===== src/rtl/spi_pkg.sv =====
// Shared types and constants for the multi-select SPI master.
// Mode encoding is {CPOL, CPHA}; the state enum is used by the top FSM.
package spi_pkg;

    localparam int CPOL_BIT = 1;
    localparam int CPHA_BIT = 0;

    typedef enum logic [1:0] {
        IDLE  = 2'd0,
        SETUP = 2'd1,
        SHIFT = 2'd2,
        HOLD  = 2'd3
    } spi_state_t;

    typedef enum logic [1:0] {
        MODE0 = 2'b00,
        MODE1 = 2'b01,
        MODE2 = 2'b10,
        MODE3 = 2'b11
    } spi_mode_t;

    function automatic logic mode_cpol(input spi_mode_t m);
        return m[CPOL_BIT];
    endfunction

    function automatic logic mode_cpha(input spi_mode_t m);
        return m[CPHA_BIT];
    endfunction

endpackage


===== src/rtl/spi_sclk_gen_rtl.sv =====
// SCLK generator: CLK_DIV-cycle half periods and a count of 2*BITS edges.
// While disabled, sclk parks at the CPOL idle level and the counters clear.
// Strobes are combinational and high in the cycle whose closing clock edge
// toggles sclk, so the master acts on the very edge that moves sclk.
module spi_sclk_gen_rtl #(
    parameter int BITS    = 28,
    parameter int CLK_DIV = 2
) (
    input  logic clk,
    input  logic rst,
    input  logic en,
    input  logic cpol,
    output logic sclk,
    output logic lead_stb,
    output logic trail_stb,
    output logic last_edge
);
    import spi_pkg::*;

    localparam int DW = (CLK_DIV > 1) ? $clog2(CLK_DIV) : 1;
    localparam int EW = $clog2(2 * BITS);

    logic [DW-1:0] div_cnt_reg;
    logic [EW-1:0] edge_cnt_reg;
    logic          sclk_reg;
    logic          tick;

    // An edge is due when the divider reaches the end of a half period.
    assign tick      = en && (div_cnt_reg == DW'(CLK_DIV - 1));
    assign lead_stb  = tick && !edge_cnt_reg[0];
    assign trail_stb = tick && edge_cnt_reg[0];
    assign last_edge = tick && (edge_cnt_reg == EW'(2 * BITS - 1));
    assign sclk      = sclk_reg;

    // Divider, edge counter and the sclk level itself.
    always_ff @(posedge clk) begin
        if (rst) begin
            div_cnt_reg  <= '0;
            edge_cnt_reg <= '0;
            sclk_reg     <= 1'b0;
        end else if (!en) begin
            div_cnt_reg  <= '0;
            edge_cnt_reg <= '0;
            sclk_reg     <= cpol;
        end else if (tick) begin
            div_cnt_reg  <= '0;
            edge_cnt_reg <= edge_cnt_reg + 1'b1;
            sclk_reg     <= ~sclk_reg;
        end else begin
            div_cnt_reg  <= div_cnt_reg + 1'b1;
        end
    end

endmodule


===== src/rtl/spi_master_mc_rtl.sv =====
// Multi-select SPI master: one shared SCLK/MOSI/MISO bus, N_SLAVES active-low
// selects, per-transfer CPOL/CPHA and a fixed SCLK divider.
// Optional macro SPI_LSB_FIRST_EN adds i_lsb_first for LSB-first transfers;
// without it every transfer is MSB-first.
module spi_master_mc_rtl
    import spi_pkg::*;
#(
    parameter int BITS     = 28,
    parameter int N_SLAVES = 3,
    parameter int CLK_DIV  = 2,
    parameter int SW       = (N_SLAVES > 1) ? $clog2(N_SLAVES) : 1
) (
    input  logic                i_clk,
    input  logic                i_rst,
`ifdef SPI_LSB_FIRST_EN
    input  logic                i_lsb_first,
`endif
    input  logic [BITS-1:0]     i_data,
    input  logic                i_send,
    input  logic [SW-1:0]       i_slave_sel,
    input  logic [1:0]          i_mode,
    output logic [BITS-1:0]     o_data,
    output logic                o_busy,
    output logic                o_done,
    output logic                o_err,
    input  logic                i_miso,
    output logic                o_mosi,
    output logic                o_sclk,
    output logic [N_SLAVES-1:0] o_ss
);

    localparam int DW = (CLK_DIV > 1) ? $clog2(CLK_DIV) : 1;

    spi_state_t          state_reg, state_next;
    logic [DW-1:0]       cnt_reg, cnt_next;
    logic [BITS-1:0]     tx_reg, tx_next;
    logic [BITS-1:0]     rx_reg, rx_next;
    logic [BITS-1:0]     data_reg, data_next;
    logic                mosi_reg, mosi_next;
    logic [SW-1:0]       sel_reg, sel_next;
    spi_mode_t           mode_reg, mode_next;
    logic                lsb_reg, lsb_next;
    logic                done_reg, done_next;
    logic                err_reg, err_next;
    logic [N_SLAVES-1:0] ss_reg, ss_next;

    logic accept;
    logic req_lsb;
    logic busy_next;
    logic lead_stb, trail_stb, last_edge;
    logic shift_stb, sample_stb;

`ifdef SPI_LSB_FIRST_EN
    assign req_lsb = i_lsb_first;
`else
    assign req_lsb = 1'b0;
`endif

    function automatic logic first_bit(input logic [BITS-1:0] w, input logic lsb);
        return lsb ? w[0] : w[BITS-1];
    endfunction

    function automatic logic [BITS-1:0] shift_word(input logic [BITS-1:0] w, input logic lsb);
        return lsb ? {1'b0, w[BITS-1:1]} : {w[BITS-2:0], 1'b0};
    endfunction

    // The generator runs only in SHIFT; it is given the next mode's CPOL so
    // sclk is already at the new idle level in the first SETUP cycle.
    spi_sclk_gen_rtl #(
        .BITS    (BITS),
        .CLK_DIV (CLK_DIV)
    ) u_sclk_gen (
        .clk       (i_clk),
        .rst       (i_rst),
        .en        (state_reg == SHIFT),
        .cpol      (mode_cpol(mode_next)),
        .sclk      (o_sclk),
        .lead_stb  (lead_stb),
        .trail_stb (trail_stb),
        .last_edge (last_edge)
    );

    // CPHA=0 samples on leading edges and shifts on trailing; CPHA=1 swaps.
    assign shift_stb  = mode_cpha(mode_reg) ? lead_stb  : trail_stb;
    assign sample_stb = mode_cpha(mode_reg) ? trail_stb : lead_stb;

    // Next-state and datapath updates for the transfer sequencer.
    always_comb begin
        state_next = state_reg;
        cnt_next   = cnt_reg;
        tx_next    = tx_reg;
        rx_next    = rx_reg;
        data_next  = data_reg;
        mosi_next  = mosi_reg;
        sel_next   = sel_reg;
        mode_next  = mode_reg;
        lsb_next   = lsb_reg;
        done_next  = 1'b0;
        err_next   = 1'b0;
        accept     = i_send && (state_reg == IDLE) && !done_reg;

        case (state_reg)
            IDLE: begin
                mosi_next = 1'b0;
                if (accept) begin
                    if (int'(i_slave_sel) >= N_SLAVES) begin
                        err_next = 1'b1;
                    end else begin
                        state_next = SETUP;
                        cnt_next   = '0;
                        sel_next   = i_slave_sel;
                        mode_next  = spi_mode_t'(i_mode);
                        lsb_next   = req_lsb;
                        rx_next    = '0;
                        if (!i_mode[CPHA_BIT]) begin
                            // First bit must be valid before the first leading edge.
                            mosi_next = first_bit(i_data, req_lsb);
                            tx_next   = shift_word(i_data, req_lsb);
                        end else begin
                            tx_next   = i_data;
                        end
                    end
                end
            end
            SETUP: begin
                if (cnt_reg == DW'(CLK_DIV - 1)) begin
                    state_next = SHIFT;
                    cnt_next   = '0;
                end else begin
                    cnt_next   = cnt_reg + 1'b1;
                end
            end
            SHIFT: begin
                if (shift_stb) begin
                    mosi_next = first_bit(tx_reg, lsb_reg);
                    tx_next   = shift_word(tx_reg, lsb_reg);
                end
                if (sample_stb) begin
                    rx_next = lsb_reg ? {i_miso, rx_reg[BITS-1:1]}
                                      : {rx_reg[BITS-2:0], i_miso};
                end
                if (last_edge) begin
                    state_next = HOLD;
                    cnt_next   = '0;
                end
            end
            HOLD: begin
                if (cnt_reg == DW'(CLK_DIV - 1)) begin
                    state_next = IDLE;
                    cnt_next   = '0;
                    done_next  = 1'b1;
                    data_next  = rx_reg;
                end else begin
                    cnt_next   = cnt_reg + 1'b1;
                end
            end
            default: begin
                state_next = IDLE;
            end
        endcase
    end

    assign busy_next = (state_next != IDLE);

    // Select decode: only the latched slave goes low, and only while busy.
    genvar gi;
    generate
        for (gi = 0; gi < N_SLAVES; gi++) begin : g_ss
            assign ss_next[gi] = !(busy_next && (sel_next == SW'(gi)));
        end
    endgenerate

    // State and datapath registers.
    always_ff @(posedge i_clk) begin
        if (i_rst) begin
            state_reg <= IDLE;
            cnt_reg   <= '0;
            tx_reg    <= '0;
            rx_reg    <= '0;
            data_reg  <= '0;
            mosi_reg  <= 1'b0;
            sel_reg   <= '0;
            mode_reg  <= MODE0;
            lsb_reg   <= 1'b0;
            done_reg  <= 1'b0;
            err_reg   <= 1'b0;
            ss_reg    <= '1;
        end else begin
            state_reg <= state_next;
            cnt_reg   <= cnt_next;
            tx_reg    <= tx_next;
            rx_reg    <= rx_next;
            data_reg  <= data_next;
            mosi_reg  <= mosi_next;
            sel_reg   <= sel_next;
            mode_reg  <= mode_next;
            lsb_reg   <= lsb_next;
            done_reg  <= done_next;
            err_reg   <= err_next;
            ss_reg    <= ss_next;
        end
    end

    assign o_busy = (state_reg != IDLE);
    assign o_done = done_reg;
    assign o_err  = err_reg;
    assign o_data = data_reg;
    assign o_mosi = mosi_reg;
    assign o_ss   = ss_reg;

endmodule


===== config.mk =====
export PLATFORM = sky130hd
export DESIGN_NAME = spi_master_mc_rtl
export DESIGN_NICKNAME = d
export VERILOG_FILES = /design/src/rtl/spi_pkg.sv /design/src/rtl/spi_sclk_gen_rtl.sv /design/src/rtl/spi_master_mc_rtl.sv
export SDC_FILE = /design/constraint.sdc
export NUM_CORES = 1
export LEC_CHECK = 0
export ABC_AREA = 1
export CORE_MARGIN = 2
export CORE_UTILIZATION = 58
export CTS_CLUSTER_SIZE = 8
export DETAILED_ROUTE_END_ITERATION = 6
export GPL_ROUTABILITY_DRIVEN = 0
export PLACE_DENSITY = 0.94
export SYNTH_ARGS = -nofsm -noshare
export SYNTH_HDL_FRONTEND = slang
export SYNTH_SLANG_ARGS = --single-unit

===== constraint.sdc =====
create_clock -name i_clk -period 4.5 [get_ports i_clk]
set_input_delay 1.125 -clock i_clk [delete_from_list [all_inputs] [get_ports i_clk]]
set_output_delay 1.125 -clock i_clk [all_outputs]
set_load 0.01 [all_outputs]

==> results.toml <==
[synth]
ys_types = 27
synth-seq-area-share_pct = 43.0
syn_area_um2 = 4880
syn_avg_cell_area_um2 = 6.65
syn-instance-count = 734
synth.ff_latch_count = 105
mappedNetlistNets = 771
synth_warnings = 0

[placement]
port_buffers = 71
post_dp_cell_area_um2 = 5500
place_hpwl_um = 7300
dp_worst_setup_slack_ps = 949

[final_layout]
drive_gt1_share_pct = 4.53
final_core_utilization_pct = 69.9
commonest_cells_after_routing_fill_and_taps_aside = "sky130_fd_sc_hd__nand2_1 (206), sky130_fd_sc_hd__nand3_1 (122), sky130_fd_sc_hd__dfxtp_1 (105)"
layout.cells.most_common = "sky130_fd_sc_hd__nand2_1"
syn2layout_area_growth_pct = 17.0
postLayoutCellArea_um2 = 5710
num-nets-final = 805
insertedDiodeCount = 0

[sta]
hold_viol = 0
setup_violations = 0
final.period_utilization_pct = 74.3
slew_headroom_pct = 22.8
fin_worst_skew_ps = 18.1
maxClockFrequency_ghz = 0.299
tns_ps = 0
finalWorstPathRequiredPeriod_ps = 3340
max_slew.worst_pin.slew_ps = 1150
grt_setup_unrepaired = "false"
timing.final.ws_setup_ps = 1160
finalMaxSlewViolations = 0

[grt]
leftover_overflow_at_the_end_of_global_routing = 0
grt_max_degree = 64
first_pass_grt_wire_length_um = 19200
grt_total_usage_pct = 26.0
vias_in_the_first_global_route = 4465
grt_antenna_before_repair = 0

[drt]
met1Wirelength_um = 4920
detail_route.first_pass.iterations = 5
starting_drc_count_in_detailed_routing = 358
wl_per_cell_um = 13.4
number_of_nets_still_failing_antenna_checks_after_routing = 0
route.vias.total = 4891
maxUsedRoutingLayer = "met4"
wirelength_um = 11700
detailroute.wirelength.met2_um = 5780
drt-vias-per-instance = 5.57
post_route_drc = 0
routed-wl-met3_um = 792

[pwr]
internal_power_w = 0.00179
irDropWorstVdd_v = 0.000272
clock_power_share_pct = 20.3
power_switching_share_pct = 40.2
sequentialPowerShare_pct = 43.7
power_switching_w = 0.00121
total_leakage_power_nw = 2.40
design_power_total_w = 0.00300
cellPowerDensity_nw_per_um2 = 525
share_of_power_burned_in_combinational_logic_pct = 36.1

[clock_tree]
clock_tree.buffer_depth = 2
postCtsSetupBuffers = 0
numClockSinks = 105
tritoncts = "yes"
cts_hold_buf = 0
numCtsBuffers = 9
cts-htree-levels = 3
clkSlewWorstSetupHoldPaths_ps = 100
postCtsResizedCells = 0
worstSkewPairLatency_ps = 380
cts_root_buf = "sky130_fd_sc_hd__clkbuf_8"

[worst_setup_path]
critical_path.endpoint_type = "register"
cp_max_fo = 56
timing.critical_path.arrival_ps = 3590
timing_worst_setup_path_type = "register to register"
regToRegStartpoint = "state_reg[0]"
regToRegEndpoint = "rx_reg[15]"
required_ps = 4750
ff2ff_path_depth = 10
ff2ff_setup_slack_ps = 1160
crit_path_start_kind = "register"

[die]
initial_utilization_pct = 59.7
floorplan.io_pins = 72
fp-row-count = 33
die_footprint_um2 = 9170
floorplan_core_area_um2 = 8180
vert_die_dim_um = 95.8
chipWidth_um = 95.8

[run_status]
run_status = "completed"

[job]
max_cap_viol_count = 0

[worst_hold_path]
hold_path.class = "register to register"
worstHoldPathCells = 2
hold_path_end = "o_data[15]"
hold_path.startpoint = "o_data[15]"
[cell usage after synthesis]
cell,count,share of area (%)
sky130_fd_sc_hd__a211oi_1,1,0.15
sky130_fd_sc_hd__a21oi_1,61,6.3
sky130_fd_sc_hd__and2_1,1,0.13
sky130_fd_sc_hd__buf_1,4,0.31
sky130_fd_sc_hd__buf_2,16,1.6
sky130_fd_sc_hd__buf_4,11,1.7
sky130_fd_sc_hd__clkbuf_1,22,1.7
sky130_fd_sc_hd__clkinv_1,1,0.077
sky130_fd_sc_hd__dfxtp_1,105,43
sky130_fd_sc_hd__ha_1,1,0.26
sky130_fd_sc_hd__inv_1,46,3.5
sky130_fd_sc_hd__inv_2,2,0.15
sky130_fd_sc_hd__nand2_1,206,16
sky130_fd_sc_hd__nand2_2,2,0.26
sky130_fd_sc_hd__nand2_4,1,0.23
sky130_fd_sc_hd__nand3_1,123,13
sky130_fd_sc_hd__nand3b_1,1,0.15
sky130_fd_sc_hd__nand4_1,3,0.38
sky130_fd_sc_hd__nor2_1,77,5.9
sky130_fd_sc_hd__nor2_2,3,0.38
sky130_fd_sc_hd__nor2_4,1,0.23
sky130_fd_sc_hd__nor3_1,2,0.20
sky130_fd_sc_hd__o21ai_0,36,3.7
sky130_fd_sc_hd__o21bai_1,2,0.31
sky130_fd_sc_hd__o22ai_1,1,0.13
sky130_fd_sc_hd__or2_2,3,0.38
sky130_fd_sc_hd__xor2_1,2,0.36
[power by group through the flow]
stage               clock network (W)  registers [W]  logic (W)
floorplan                           0        0.00127   0.000904
finish                       0.000608        0.00131    0.00108
global placement                    0        0.00131   0.000997
CTS                          0.000614        0.00130    0.00107
global route                 0.000644        0.00133    0.00123
detailed placement                  0        0.00132    0.00105
[routing by layer]
layer	track usage, %	vias up
li1	-	2423
met1	32.1	2248
met3	4.15	25
met2	44.1	195
met5	0	-
met4	13.2	0
[area by class of cell]
| type | count | area [um2] |
|---|---|---|
| Tap cell | 105 | 131 |
| Timing Repair Buffer | 76 | 743 |
| Multi-Input combinational cell | 527 | 2340 |
| Clock inverter | 7 | 87.6 |
| Inverter | 49 | 184 |
| Fill cell | 634 | 2460 |
| Clock buffer | 9 | 124 |
| Sequential cell | 105 | 2100 |
[critical path: stages (launching register included)]
cell,delay [ps]
sky130_fd_sc_hd__dfxtp_1,450
sky130_fd_sc_hd__inv_2,70
sky130_fd_sc_hd__nand2_1,60
sky130_fd_sc_hd__buf_4,420
sky130_fd_sc_hd__nor2_2,150
sky130_fd_sc_hd__nand3_1,110
sky130_fd_sc_hd__nand3_1,810
sky130_fd_sc_hd__nand2_2,860
sky130_fd_sc_hd__nand2_1,130
sky130_fd_sc_hd__nand2_1,100
sky130_fd_sc_hd__nor2_1,50
[cells by family after synthesis]
family,count (synthesis),share of synthesized area (%)
compound gates,101,10.5
xor+xnor,2,0.359
fa+ha+maj,1,0.256
buf+inv,102,9.10
flops,105,43.0
simple gates,423,36.7
[worst max path at each step]
stage | startpoint | end | slack [ps] | cells past startpoint
2_1_floorplan | i_send | rx_reg[15] | 2290 | 10
3_3_place_gp | i_send | rx_reg[25] | 1060 | 11
3_5_place_dp | i_send | rx_reg[9] | 950 | 11
4_1_cts | state_reg[0] | rx_reg[15] | 1250 | 10
5_1_grt | state_reg[0] | rx_reg[19] | 880 | 10
6_report | state_reg[0] | rx_reg[15] | 1160 | 10
[metrics by stage]
step | cells | hold WS (ps)
after global routing | 878 | 486
after floorplan | 734 | 444
after global placement | 862 | 452
final | 878 | 468
after detailed placement | 862 | 453
after CTS | 878 | 469
No activity file was read; power rests on OpenSTA's default activity.
